<file path="src/rtl/count_ctrl.sv">
// Start/pause/clear controller for a two-digit BCD counter advanced by div_clk ticks.
// Counts 0..MAX_COUNT and rolls over with a one-cycle wrap pulse; all outputs are registered.
module count_ctrl #(
    parameter int MAX_COUNT = 19
) (
    input  logic       clk,
    input  logic       rst,
    input  logic       div_clk,
    input  logic       btn_sp,
    input  logic       btn_clr,
    output logic [3:0] ones,
    output logic [3:0] tens,
    output logic       running,
    output logic       wrap
);

    localparam logic [3:0] MAX_TENS = 4'(MAX_COUNT / 10);
    localparam logic [3:0] MAX_ONES = 4'(MAX_COUNT % 10);

    typedef enum logic [1:0] {
        IDLE  = 2'b00,
        RUN   = 2'b01,
        PAUSE = 2'b10
    } state_t;

    state_t     state_r;
    logic       div_clk_r;
    logic       btn_sp_r;
    logic       btn_clr_r;
    logic [3:0] ones_r;
    logic [3:0] tens_r;
    logic       running_r;
    logic       wrap_r;

    logic       tick_s;
    logic       sp_evt_s;
    logic       clr_evt_s;
    logic       at_max_s;
    logic [3:0] next_ones_s;
    logic [3:0] next_tens_s;

    // Rising-edge events: a held level produces exactly one event.
    always_comb begin
        tick_s    = div_clk & ~div_clk_r;
        sp_evt_s  = btn_sp  & ~btn_sp_r;
        clr_evt_s = btn_clr & ~btn_clr_r;
    end

    // BCD successor of the current count, folding back to 00 at the terminal value.
    always_comb begin
        at_max_s    = (tens_r == MAX_TENS) && (ones_r == MAX_ONES);
        next_ones_s = ones_r;
        next_tens_s = tens_r;
        if (at_max_s) begin
            next_ones_s = 4'd0;
            next_tens_s = 4'd0;
        end else if (ones_r == 4'd9) begin
            next_ones_s = 4'd0;
            next_tens_s = tens_r + 4'd1;
        end else begin
            next_ones_s = ones_r + 4'd1;
            next_tens_s = tens_r;
        end
    end

    // Control FSM with registered count, running and wrap outputs.
    always_ff @(posedge clk) begin
        if (!rst) begin
            // Edge detectors track the live inputs so release cannot fake an event.
            div_clk_r <= div_clk;
            btn_sp_r  <= btn_sp;
            btn_clr_r <= btn_clr;
            state_r   <= IDLE;
            ones_r    <= 4'd0;
            tens_r    <= 4'd0;
            running_r <= 1'b0;
            wrap_r    <= 1'b0;
        end else begin
            div_clk_r <= div_clk;
            btn_sp_r  <= btn_sp;
            btn_clr_r <= btn_clr;
            wrap_r    <= 1'b0;
            if (clr_evt_s) begin
                state_r   <= IDLE;
                ones_r    <= 4'd0;
                tens_r    <= 4'd0;
                running_r <= 1'b0;
            end else begin
                case (state_r)
                    IDLE: begin
                        ones_r <= 4'd0;
                        tens_r <= 4'd0;
                        if (sp_evt_s) begin
                            state_r   <= RUN;
                            running_r <= 1'b1;
                        end
                    end
                    RUN: begin
                        if (tick_s) begin
                            ones_r <= next_ones_s;
                            tens_r <= next_tens_s;
                            wrap_r <= at_max_s;
                        end
                        if (sp_evt_s) begin
                            state_r   <= PAUSE;
                            running_r <= 1'b0;
                        end
                    end
                    PAUSE: begin
                        // Ticks are dropped here; only a start/pause event resumes.
                        if (sp_evt_s) begin
                            state_r   <= RUN;
                            running_r <= 1'b1;
                        end
                    end
                    default: begin
                        state_r   <= IDLE;
                        ones_r    <= 4'd0;
                        tens_r    <= 4'd0;
                        running_r <= 1'b0;
                    end
                endcase
            end
        end
    end

    assign ones    = ones_r;
    assign tens    = tens_r;
    assign running = running_r;
    assign wrap    = wrap_r;

endmodule
</file>
<file path="config.mk">
export PLATFORM = sky130hd
export DESIGN_NAME = count_ctrl
export DESIGN_NICKNAME = d
export VERILOG_FILES = /design/src/rtl/count_ctrl.sv
export SDC_FILE = /design/constraint.sdc
export NUM_CORES = 1
export LEC_CHECK = 0
export ABC_AREA = 1
export CORE_AREA = 2 2 43 65
export DETAILED_ROUTE_END_ITERATION = 7
export DIE_AREA = 0 0 45 67
export RECOVER_POWER = 50
export REMOVE_ABC_BUFFERS = 1
export SKIP_LAST_GASP = 1
export SLEW_MARGIN = 20
export SYNTH_ARGS = -nofsm -noshare
export SYNTH_HDL_FRONTEND = slang
export SYNTH_SLANG_ARGS = --single-unit
</file>
<file path="constraint.sdc">
create_clock -name clk -period 1.3 [get_ports clk]
set_input_delay 0.13 -clock clk [delete_from_list [all_inputs] [get_ports clk]]
set_output_delay 0.13 -clock clk [all_outputs]
set_load 0.02 [all_outputs]
</file>
; After elaboration in Yosys (flattened, before gate mapping)
; Index checks and enable logic that the tools add are counted.
; W data, S select, Z words.
[word_totals]
ff_bits = 15
latch_bits = 0
ram_bits = 0
rom_bits = 0
in_bits = 5
output_inout_bits = 10
word_cells = 50
memories = 0
[classes]
n_addsub = 2
n_mul = 0
div = 0
order_cmp = 0
n_eq_ne = 8
shifts = 0
muxes = 14
n_bitwise = 10
reduce_logical = 8
[op_table]
columns = operator, count
row1 = $mux W4, 6
row2 = $pmux W4 S2, 2
row3 = $add A4 B1 Y4 const B, 2
row4 = $not A1 Y1, 7
row5 = $eq A4 B1 Y1 const B, 1
row6 = $eq A4 B4 Y1 const B, 1
row7 = $mux W2, 2
row8 = $ne A2 B2 Y1 const B, 2
row9 = $pmux W2 S2, 1
row10 = $reduce_and A2 Y1, 2
row11 = $reduce_or A2 Y1, 2
row12 = $reduce_or A4 Y1, 1
row13 = $and A1 B1 Y1, 3
row14 = $ne A3 B3 Y1 const B, 1
row15 = $reduce_and A3 Y1, 1
row16 = $eq A2 B1 Y1 const B, 1
row17 = $eq A2 B2 Y1 const B, 1
row18 = $logic_not A2 Y1, 1
row19 = $mux W1, 2
row20 = $ne A2 B1 Y1 const B, 1
row21 = $pmux W1 S2, 1
row22 = $logic_and A1 B1 Y1, 1

; Longest topological paths before layout
[depth]
depth_word = 5
depth_mapped = 9
depth_no_buf = 9

; Least setup slack after synthesis
; Ideal clock, no wire load.
[synth_timing]
path_type = reg2reg
from = reg ones_r[0], in the netlist ones[0]
to = reg tens_r[0], in the netlist tens[0]
setup_time_ps = 114
arrival_time_ps = 1205
t_required_ps = 1186
slack_ps = -19
stages_incl_launch_ff = 9
path_buffers = 0
period_less_slack_ps = 1319
cell_sequence = dfxtp_1 -> ha_1 -> nand3_1 -> nand2_2 -> inv_2 -> nor2_4 -> nand2_1 -> nand2_1 -> nor2_1
[synth_between]
elab_chain_cells = 5
word_cells_on_any_way = 7
classes_between = eq/ne: 2 / mux: 3 / reduce/logical: 2
[synth_rtl]
columns = element, line
row1 = start: declaration, 30  ; logic [3:0] ones_r;
row2 = start signal: assignment, 100  ; ones_r <= next_ones_s;
row3 = $eq A4 B4 Y1 (*), "51, 57"
row4 = $logic_and A1 B1 Y1, 51  ; at_max_s = (tens_r == MAX_TENS) && (ones_r == MAX_ONES);
row5 = $mux W4, 54  ; if (at_max_s) begin
row6 = $mux W4, 99  ; if (tick_s) begin
row7 = $pmux W4 S2, 89  ; case (state_r)
row8 = end signal: assignment, 101  ; tens_r <= next_tens_s;
row9 = end: declaration, 31  ; logic [3:0] tens_r;
; Every way passes the cells marked *; elsewhere a longest branch is shown, timed or not. The select of a mux whose other input is x is not followed.
; A chain may end at the register's enable or synchronous reset.

; Worst setup path after layout
[layout_timing]
from = reg ones_r[0], in the netlist ones[0]
to = out ones[0]
[layout_lines]
columns = element, line
row1 = end: declaration, 11  ; output logic [3:0] ones,
; No word-level cell between the ends.

==> metrics.yaml <==
clocking:
  insertion_delay_ps: 280
  cts_tree: "yes"
  cts_sinks: 14
  cts.htree.levels: 1
  clockBufferDepth: 2
  cts_root_buffer: "clkbuf_4"
  cts_made_buffers: 3
  clk_pin_slew_ps: 90
  cts.hold.buffers_added: 0
final_layout:
  instances_no_fill: 142
  syn_to_final_growth_pct: 35.7
  utilization_pct: 40.2
  num_antenna_cells: 0
  fin_area_um2: 975
  drive_gt1_share_pct: 28.8
  fin_nets: 128
floorplan:
  core_area_um2: 2420
  num_rows: 22
  die_y_um: 67
  dieArea_um2: 3020
  start_util_pct: 29.6
  ios: 15
  fp.dieW_um: 45
global_route:
  grt.met1_usage_pct: 12.8
  grt.met2_usage_pct: 17.3
  grt_first_pass_wirelength_mm: 2.37
  top_usage_layer: "met2"
  overflow: 0
  globalRouteTotalUtil_pct: 11.2
  grt_start_max_net_pins: 9
  grt_pass1_vias: 583
  antenna_found_initial: 0
  met3_usage_pct: 1.63
logic_synthesis:
  yosys.area.top_type: "dfxtp_1"
  seq_area_frac_synth_pct: 39.0
  postSynthCellCount: 93
  yosysUniqueCellTypes: 22
  yosys_warnings: 0
  yosys-top-cells-count: "nand2_1, dfxtp_1, inv_1, nor2_1, inv_2"
  synth_ff_type: "dfxtp_1"
  syn_avg_cell_area_um2: 7.72
  synth_area_leaders: "dfxtp_1, nand2_1, ha_1"
  synth_top_area_share_pct: 39.0
  async_reset_ff_share_pct: 0
  yosysMostFrequentCell: "nand2_1"
  synth_area_um2: 718
  synth_edf_count: 0
  synth-seq-cells: 14
pwr:
  vdd_drop_max_uv: 319
  power_frac_seq_pct: 49.8
  pwr-share-clk_pct: 35.6
  switching_share_pct: 26.0
  combPwrFrac_pct: 14.6
  leakagePower_uw: 0.000449
  powerDensity_nw_per_um2: 925
  p_int_uw: 668
  power_switching_uw: 234
timing:
  hold_slack_ps: 421
  slew_viol_final: 0
  setup_viol: 0
  post-route-period-util_pct: 94.6
  finalHoldViolations: 0
  fin_crit_ps: 1230
  worst_slew_pin_slew_ps: 218
  clock_skew_ps: 5.38
  totalNegativeSetupSlack_ps: 0
  rsz0062_at_grt: "no"
  fmax_mhz: 813
  slew_headroom_pct: 85.5
run_status:
  outcome: "complete, no violations"
route:
  drt_first_pass_iters: 3
  vias: 633
  route.final.wire_length_mm: 1.37
  drt_iter0_markers: 14
  vias_per_cell: 4.46
  wl_per_cell_um: 9.62
  drt_drc_violations_left: 0
  drtAntennaViolNets: 0
min_path:
  min_path_type: "input port to flop"
critical_path:
  endpoint_kind: "output pin"
  path_class: "flop to output pin"
  worstPathArrival_ps: 1100
  critPathLaunchType: "flop"
  crit_required_ps: 1170
  crit_fanout: 3
flow_run:
  drv_cap: 0
place:
  gp_congestion: 0.793
  dp_cells: 138
  portBuffers: 14
  dpl.hpwl_mm: 1.09
  dpl_cell_area_um2: 941
-- per-stage QoR --
| stage | setup WS, ps | total power, uW |
|---|---|---|
| global route | 8.39 | 950 |
| global placement | -25.0 | 596 |
| floorplan | -19.3 | 541 |
| finish | 70.2 | 902 |
| detailed placement | -31.7 | 597 |
| CTS | 41.1 | 917 |
-- cells in the final DEF, fill, tap and decap left out --
cell | netlist | final
a211oi_1 | 1 | 1
a21oi_1 | 5 | 5
a21oi_2 | 1 | 1
buf_4 | 0 | 7
clkbuf_4 | 0 | 3
clkbuf_8 | 0 | 1
clkdlybuf4s50_1 | 0 | 1
dfxtp_1 | 14 | 12
dfxtp_2 | 0 | 2
dlygate4sd2_1 | 0 | 10
dlygate4sd3_1 | 0 | 3
ha_1 | 4 | 4
inv_1 | 9 | 10
inv_2 | 7 | 6
nand2_1 | 17 | 16
nand2_2 | 4 | 5
nand2_4 | 1 | 1
nand2_8 | 1 | 1
nand3_1 | 4 | 3
nand3_2 | 0 | 1
nand4_1 | 2 | 2
nor2_1 | 9 | 9
nor2_2 | 2 | 2
nor2_4 | 3 | 3
nor4_1 | 1 | 1
o21a_1 | 1 | 1
o21ai_0 | 3 | 3
o21ai_1 | 2 | 2
or2_2 | 1 | 1
xnor2_1 | 1 | 1
-- sequential cells by signal (all words and copies together), names as in the netlist --
signal	flops
ones	4
tens	4
state_r	2
btn_clr_r	1
btn_sp_r	1
div_clk_r	1
wrap	1
-- worst max-delay path: stages, from the launching register on --
cell           delay [ps]
dfxtp_1               370
buf_4                 130
dlygate4sd2_1         320
-- power groups by stage --
| stage | Combinational, uW | Clock [uW] | Sequential (uW) |
|---|---|---|---|
| 3_3_place_gp | 137 | 0 | 459 |
| 6_report | 131 | 321 | 450 |
| 5_1_grt | 148 | 350 | 451 |
| 4_1_cts | 134 | 333 | 450 |
| 3_5_place_dp | 137 | 0 | 460 |
| 2_1_floorplan | 74.9 | 0 | 466 |
-- cell families (layout without fill, tap and decap cells) --
logic type      Yosys count  after routing  synth area share (%)
simple gates             45             45                  34.1
buf+inv                  16             41                  8.36
flops                    14             14                  39.0
compound gates           13             13                  10.3
fa+ha+maj                 4              4                  6.97
xor+xnor                  1              1                  1.22
-- metal layers --
metal,up-vias,routed length [um]
li1,345,-
met1,274,619
met2,10,661
met3,4,35
met4,0,50
met5,-,0
-- layout make-up --
type / instances / area (um^2)
Clock buffer: 4 / 36.3
Fill cell: 261 / 1450
Inverter: 16 / 60.1
Multi-Input combinational cell: 63 / 385
Sequential cell: 14 / 283
Tap cell: 24 / 30.0
Timing Repair Buffer: 21 / 180
-- final timing paths --
check                           slack (ps)  depth (start not counted)  endpoint  startpoint
worst max-delay path                    70                          2   ones[0]     ones[0]
worst min-delay path                   420                          1  btn_sp_r      btn_sp
worst max register to register          90                          9   tens[1]     ones[1]
worst min register to register         490                          2   tens[3]     tens[3]
-- what timing repair did --
| item | 4_1_cts | 5_1_grt |
|---|---|---|
| pin swaps | 0 | 4 |
| setup buffers | 0 | 0 |
| resized for setup | 10 | 4 |
| setup endpoints to repair | 10 | 6 |
Note: power is estimated with default switching activity, not from simulation.
